File: src/rtl/shad_reg_hist.sv
// System register with an optional multi-entry shadow history bank.
// The bank snapshots the system register on capture and doubles as one scan chain.
module shad_reg_hist #(
  parameter int width        = 8,
  parameter int depth        = 4,
  parameter int bld_shad_reg = 1,
  localparam int sel_w       = $clog2(depth),
  localparam int cnt_w       = sel_w + 1
) (
  input  logic             sys_clk,
  input  logic             reset,
  input  logic [width-1:0] datain,
  input  logic             load_en,
  input  logic             capture,
  input  logic             ovf_clr,
  input  logic             SI,
  input  logic             SE,
  input  logic [sel_w-1:0] rd_sel,
  output logic [width-1:0] sys_out,
  output logic [width-1:0] shad_out,
  output logic             SO,
  output logic [cnt_w-1:0] hist_count,
  output logic             overflow
);

  localparam int chain_w = depth * width;

  logic [width-1:0] sys_q, sys_d;

  always_comb begin
    sys_d = sys_q;
    if (load_en) sys_d = datain;
  end

  always_ff @(posedge sys_clk or posedge reset) begin
    if (reset) sys_q <= '0;
    else       sys_q <= sys_d;
  end

  assign sys_out = sys_q;

  generate
    if (bld_shad_reg != 0) begin : g_hist
      // Entry i occupies hist_q[i*width +: width]; entry 0 sits at the chain input end.
      logic [chain_w-1:0] hist_q, hist_d;
      logic [cnt_w-1:0]   cnt_q, cnt_d;
      logic               ovf_q, ovf_d;
      logic               ovf_set;
      logic [width-1:0]   rd_data;

      always_comb begin
        hist_d  = hist_q;
        cnt_d   = cnt_q;
        ovf_set = 1'b0;
        if (SE) begin
          hist_d = {hist_q[chain_w-2:0], SI};
        end else if (capture) begin
          hist_d = {hist_q[chain_w-width-1:0], sys_q};
          if (cnt_q == cnt_w'(depth)) ovf_set = 1'b1;
          else                        cnt_d   = cnt_q + 1'b1;
        end
      end

      // A new overflow event outranks a clear arriving in the same cycle.
      always_comb begin
        ovf_d = ovf_q;
        if (ovf_clr) ovf_d = 1'b0;
        if (ovf_set) ovf_d = 1'b1;
      end

      always_ff @(posedge sys_clk or posedge reset) begin
        if (reset) begin
          hist_q <= '0;
          cnt_q  <= '0;
          ovf_q  <= 1'b0;
        end else begin
          hist_q <= hist_d;
          cnt_q  <= cnt_d;
          ovf_q  <= ovf_d;
        end
      end

      // Out-of-range indices fall through to zero.
      always_comb begin
        rd_data = '0;
        for (int i = 0; i < depth; i++) begin
          if (int'(rd_sel) == i) rd_data = hist_q[i*width +: width];
        end
      end

      assign shad_out   = rd_data;
      assign SO         = hist_q[chain_w-1];
      assign hist_count = cnt_q;
      assign overflow   = ovf_q;
    end else begin : g_no_hist
      assign shad_out   = '0;
      assign SO         = 1'b0;
      assign hist_count = '0;
      assign overflow   = 1'b0;
    end
  endgenerate

endmodule

File: config.mk
export PLATFORM = sky130hd
export DESIGN_NAME = shad_reg_hist
export DESIGN_NICKNAME = d
export VERILOG_FILES = /design/src/rtl/shad_reg_hist.sv
export SDC_FILE = /design/constraint.sdc
export NUM_CORES = 1
export LEC_CHECK = 0
export CAP_MARGIN = 20
export CORE_ASPECT_RATIO = 0.6
export CORE_MARGIN = 2
export CORE_UTILIZATION = 30
export DETAILED_ROUTE_END_ITERATION = 16
export PLACE_DENSITY = 0.58
export SLEW_MARGIN = 20
export SYNTH_ARGS = -nofsm -noshare
export SYNTH_HDL_FRONTEND = slang
export SYNTH_SLANG_ARGS = --single-unit
export TNS_END_PERCENT = 20
File: constraint.sdc
create_clock -name sys_clk -period 2.95 [get_ports sys_clk]
set_clock_uncertainty 0.15 [all_clocks]
set_input_delay 0.7375 -clock sys_clk [delete_from_list [all_inputs] [get_ports sys_clk]]
set_output_delay 0.7375 -clock sys_clk [all_outputs]
set_load 0.02 [all_outputs]
==> results.sh, run 1 <==
export IMPL_clkTransAtPathRegs_ns=0.06
export IMPL_ir_worst_vdd_v=0.000448
export IMPL_die_area_um2=7910
export IMPL_grt_pass1_vias=1446
export IMPL_drive_gt1_share_pct=18.9
export IMPL_path_cells="dlygate4sd2_1 > mux4_2 > dlygate4sd2_1"
export IMPL_synth_main_ff_cell="dfrtp_1"
export IMPL_synth_top_area_share_pct=51.0
export IMPL_clock_sinks=44
export IMPL_cts_buffers=5
export IMPL_hold_class="flip-flop to flip-flop"
export IMPL_power_w=0.00189
export IMPL_cp_start_kind="input port"
export IMPL_n_antenna_cell=0
export IMPL_synth_seq_cells=44
export IMPL_max_cap_violations=0
export IMPL_via_per_inst=4.75
export IMPL_clock_latency_ns=0.28
export IMPL_rows=23
export IMPL_postSynthCellCount=185
export IMPL_p_leak_nw=1.24
export IMPL_grt_start_max_net_pins=47
export IMPL_cp_slowest_stage_delay_ns=0.53
export IMPL_track_usage_pct=12.7
export IMPL_gp_routability_congestion=0.777
export IMPL_port_buffers=37
export IMPL_crit_fanout=3
export IMPL_yosysMostFrequentCell="dfrtp_1"
export IMPL_design_portCount=38
export IMPL_post_cts_resized=29
export IMPL_dp_cells=301
export IMPL_fin_crit_ns=2.83
export IMPL_drt_wl_total_um=4650
export IMPL_outcome="finished, final reports clean"
export IMPL_fmax_ghz=0.354
export IMPL_cts_hold_buf=0
export IMPL_fp_dieW_um=114
export IMPL_htreeDepth=2
export IMPL_finalCritPeriodShare_pct=95.9
export IMPL_cts_path_max_buffers=2
export IMPL_cts_root_buf="clkbuf_16"
export IMPL_cts_tree="yes"
export IMPL_post_cts_setup_buffers=0
export IMPL_slew_headroom_pct=62.0
export IMPL_p_per_area_nw_per_um2=696
export IMPL_fillerInstances=673
export IMPL_critPathKind="input port to output pin"
export IMPL_worst_pin_slew_ns=0.569
export IMPL_overflow=0
export IMPL_grt_pass1_wl_um=7910
export IMPL_synth_commonest_cells="dfrtp_1 (44), nand2_1 (33), mux2i_1 (32), o21ai_1 (30)"
export IMPL_final_area_um2=2720
export IMPL_yosys_warnings=0
export IMPL_crit_top_cell="dlygate4sd2_1"
export IMPL_finalHoldViolCount=0
export IMPL_antenna_found_initial=0
export IMPL_cp_end_kind="output pin"
export IMPL_core_area_um2=6820
export IMPL_async_flop_share_pct=100
export IMPL_start_util_pct=31.6
export IMPL_postRouteAntennaNets=0
export IMPL_cp_required_ns=2.06
export IMPL_crit_arrival_ns=1.94
export IMPL_die_y_um=69.7
export IMPL_yosysTopAreaCell="dfrtp_1"
export IMPL_rsz0062_at_grt="false"
export IMPL_synth_edf_count=0
export IMPL_wl_per_cell_um=15.0
export IMPL_drv_slew=0
export IMPL_slowest_stage="mux4_2"
export IMPL_final_nets=240
export IMPL_vias=1467
export IMPL_synth_distinct_cells=21
export IMPL_setup_viol=0
export IMPL_syn_avg_cell_area_um2=11.7
export IMPL_synth_area_um2=2160
export IMPL_dp_hpwl_um=3210
export IMPL_postSynthNetCount=204
export IMPL_instances_no_fill=309
export IMPL_place_area_um2=2610
export IMPL_synth_area_leaders="dfrtp_1 (51%), mux2i_1 (15%), mux4_2 (8.3%)"
export IMPL_drt_iter0_drc=57
export IMPL_post_route_drc_count=0
export IMPL_area_delta_synth_final_pct=26.1
export IMPL_ys_seq_area_share_pct=51.0
export IMPL_first_pass_iters=5
==> flip-flops by register name, indices dropped and copies added, names as in the netlist <==
| register | flops |
|---|---|
| g_hist.hist_q | 32 |
| hist_count | 3 |
| overflow | 1 |
| sys_out | 8 |
==> where the power goes <==
group	total, W	switching (W)	leakage [nW]	internal [W]
sequential	0.000839	0.000120	0.552	0.000719
combinational	0.000501	0.000244	0.612	0.000257
clock	0.000554	0.000221	0.0766	0.000334
==> path summary, 6_finish.rpt <==
| kind | depth (start not counted) | to | slack (ns) | startpoint |
|---|---|---|---|---|
| max | 3 | shad_out[7] | 0.12 | rd_sel[1] |
| min | 1 | overflow | 0.34 | overflow |
| max reg2reg | 5 | hist_count[1] | 1.54 | hist_count[0] |
| min reg2reg | 1 | overflow | 0.34 | overflow |
| max in group asynchronous | 3 | g_hist.hist_q[20] | 1.49 | reset |
| min in group asynchronous | 3 | sys_out[2] | 0.77 | reset |
==> worst max-delay path, delay by kind of cell <==
kind	cells	cell delay, ns
muxes	1	0.53
buffers and inverters	2	0.67
==> cell type report <==
class,count,area (um2),area share (%)
flip-flops and latches,44,1100,40.4
multi-input cells,123,966,35.5
repair buffers,43,383,14.1
clock buffers,6,139,5.10
well taps,87,109,4.00
inverters,4,15.0,0.551
clock inverters,2,10.0,0.368
==> logic make-up after synthesis <==
logic type      count (synthesis)  share of synthesized area (%)
xor+xnor                        1                          0.406
buf+inv                        18                           4.23
compound gates                 35                           8.41
flops                          44                           51.0
simple gates                   36                           6.73
fa+ha+maj                       2                           1.16
mux                            49                           28.1
==> metal layers <==
metal	wire [um]	track usage (%)	vias to the layer above
li1	-	-	721
met1	2580	20.7	708
met2	1800	15.8	33
met3	229	3.93	5
met4	29	2.98	0
met5	0	0	-
==> placed cells by master, fill, tap and decap left out <==
cell type	synthesis	routed
buf_2	4	9
dlymetal6s2s_1	0	1
nor2b_1	1	1
o21ai_1	30	30
clkinv_1	0	1
buf_4	5	5
mux2i_1	32	32
a21oi_1	1	1
nand2_2	1	1
clkbuf_16	0	5
inv_1	4	3
dlygate4sd2_1	0	2
mux4_2	8	8
and2b_2	1	1
nand2_1	33	33
dfrtp_1	44	44
o21ai_0	2	2
xnor2_1	1	1
buf_12	0	1
mux2_4	1	1
ha_1	2	2
clkdlybuf4s50_1	0	25
clkbuf_8	0	1
a31oi_1	1	1
a32o_1	1	1
mux2_2	8	8
clkinv_2	0	2
==> through the flow <==
step / hold WS (ns) / setup slack (ns) / setup TNS (ns) / utilization [%]
floorplan: 0.316 / 0.571 / 0 / -
global placement: 0.329 / -0.417 / -3.11 / 38.2
detailed placement: 0.330 / -0.407 / -3.17 / 38.2
CTS: 0.344 / -0.0984 / -0.207 / 40.0
global route: 0.382 / 0.0893 / 0 / 39.9
finish: 0.337 / 0.122 / 0 / 39.9
No activity file was read; power rests on OpenSTA's default activity.
==> run 2: changes to the inputs <==
==> constraint.sdc (replaced) <==
create_clock -name sys_clk -period 3.4 [get_ports sys_clk]
set_clock_uncertainty 0.15 [all_clocks]
set_input_delay 0.85 -clock sys_clk [delete_from_list [all_inputs] [get_ports sys_clk]]
set_output_delay 0.85 -clock sys_clk [all_outputs]
set_load 0.02 [all_outputs]
==> run 2 against run 1 <==
  * Non-clock buffer count grew 1
  * Largest cell class unchanged
  * Cell count up 0.32%
  * Clock-buffer cell count unchanged
  * Flip-flop and latch count did not move
==> results.sh, run 2 (synthesis results as in run 1) <==
export IMPL_core_area_um2=6820
export IMPL_htreeDepth=2
export IMPL_finalHoldViolCount=0
export IMPL_start_util_pct=31.6
export IMPL_design_portCount=38
export IMPL_cts_hold_buf=0
export IMPL_die_area_um2=7910
export IMPL_port_buffers=37
export IMPL_dp_hpwl_um=3350
export IMPL_cp_required_ns=2.40
export IMPL_drt_wl_total_um=4770
export IMPL_p_per_area_nw_per_um2=617
export IMPL_area_delta_synth_final_pct=28.3
export IMPL_overflow=0
export IMPL_worst_pin_slew_ns=0.576
export IMPL_path_cells="clkdlybuf4s50_1 > buf_12 > mux4_2 > dlygate4sd2_1"
export IMPL_setup_viol=0
export IMPL_final_cell_mix="dfrtp_1 (44), nand2_1 (33), mux2i_1 (32)"
export IMPL_grt_start_max_net_pins=65
export IMPL_cp_start_kind="input port"
export IMPL_post_cts_setup_buffers=0
export IMPL_drt_iter0_drc=135
export IMPL_finalCritPeriodShare_pct=99.0
export IMPL_mostFrequentLayoutCell="dfrtp_1"
export IMPL_grt_pass1_vias=1533
export IMPL_critPathKind="input port to output pin"
export IMPL_power_w=0.00171
export IMPL_post_route_drc_count=0
export IMPL_via_per_inst=4.78
export IMPL_n_antenna_cell=0
export IMPL_regMostFlops="g_hist.hist_q"
export IMPL_slowest_stage="clkdlybuf4s50_1"
export IMPL_track_usage_pct=13.4
export IMPL_rows=23
export IMPL_max_cap_violations=0
export IMPL_cp_slowest_stage_delay_ns=0.51
export IMPL_fmax_ghz=0.297
export IMPL_cts_tree="yes"
export IMPL_crit_arrival_ns=2.37
export IMPL_largest_register_ffs=32
export IMPL_ir_worst_vdd_v=0.000399
export IMPL_clock_sinks=44
export IMPL_seqCellArea_um2=1100
export IMPL_fp_dieW_um=114
export IMPL_die_y_um=69.7
export IMPL_hold_class="flip-flop to flip-flop"
export IMPL_drive_gt1_share_pct=15.7
export IMPL_gp_routability_congestion=0.777
export IMPL_cp_end_kind="output pin"
export IMPL_slew_headroom_pct=61.6
export IMPL_cts_path_max_buffers=2
export IMPL_crit_fanout=8
export IMPL_drv_slew=0
export IMPL_clock_latency_ns=0.28
export IMPL_p_leak_nw=1.25
export IMPL_cts_buffers=5
export IMPL_fillerInstances=678
export IMPL_clkTransAtPathRegs_ns=0.06
export IMPL_antenna_found_initial=0
export IMPL_multiInputGateArea_um2=966
export IMPL_fin_crit_ns=3.37
export IMPL_fin_setup_tns_ns=0
export IMPL_grt_pass1_wl_um=8230
export IMPL_wl_per_cell_um=15.4
export IMPL_outcome="finished, final reports clean"
export IMPL_final_nets=241
export IMPL_post_cts_resized=8
export IMPL_rsz0062_at_grt="false"
export IMPL_first_pass_iters=4
export IMPL_cts_root_buf="clkbuf_16"
export IMPL_postRouteAntennaNets=0
export IMPL_vias=1483
[run 2: routing by layer]
layer / vias to the layer above / share of wire [%] / GRT usage (%)
li1: 723 / - / -
met1: 723 / 55 / 21.5
met2: 32 / 39 / 16.6
met3: 5 / 5.5 / 5.16
met4: 0 / 0.71 / 2.44
met5: - / 0 / 0
[run 2: layout make-up]
class	count	area share (%)
Tap cell	87	3.93
Clock inverter	2	1.26
Timing Repair Buffer	44	15.0
Sequential cell	44	39.7
Inverter	4	0.542
Multi-Input combinational cell	123	34.9
Clock buffer	6	4.65
[run 2: stage by stage]
step                      area (um2)  hold slack, ns  instances  utilization [%]  setup WS (ns)
after floorplan                 2160           0.316        185                -          0.796
after global placement          2620           0.327        302             38.4         -0.191
after detailed placement        2620           0.354        302             38.4         -0.181
after CTS                       2770           0.367        310             40.6         0.0251
after global routing            2770           0.393        310             40.6        0.00157
final                           2770           0.358        310             40.6         0.0327
[run 2: worst paths after layout]
check	startpoint	end	slack, ns	depth (start not counted)
worst min-delay path	overflow	overflow	0.36	1
worst max register to register	hist_count[0]	hist_count[1]	1.99	5
min in group asynchronous	reset	sys_out[2]	0.71	2
worst min register to register	overflow	overflow	0.36	1
worst max-delay path	rd_sel[0]	shad_out[6]	0.03	4
max in group asynchronous	reset	g_hist.hist_q[13]	1.76	3
[run 2: report_power, final]
part / switching [W] / internal, W / leakage, nW
Clock: 0.000195 / 0.000345 / 0.0808
Sequential: 0.000105 / 0.000624 / 0.552
Combinational: 0.000211 / 0.000229 / 0.620
Total: 0.000511 / 0.00120 / 1.25
[run 2: critical path: cells and delay by family]
kind	cells	cell delay, ns
buf+inv	3	1.00
mux	1	0.51
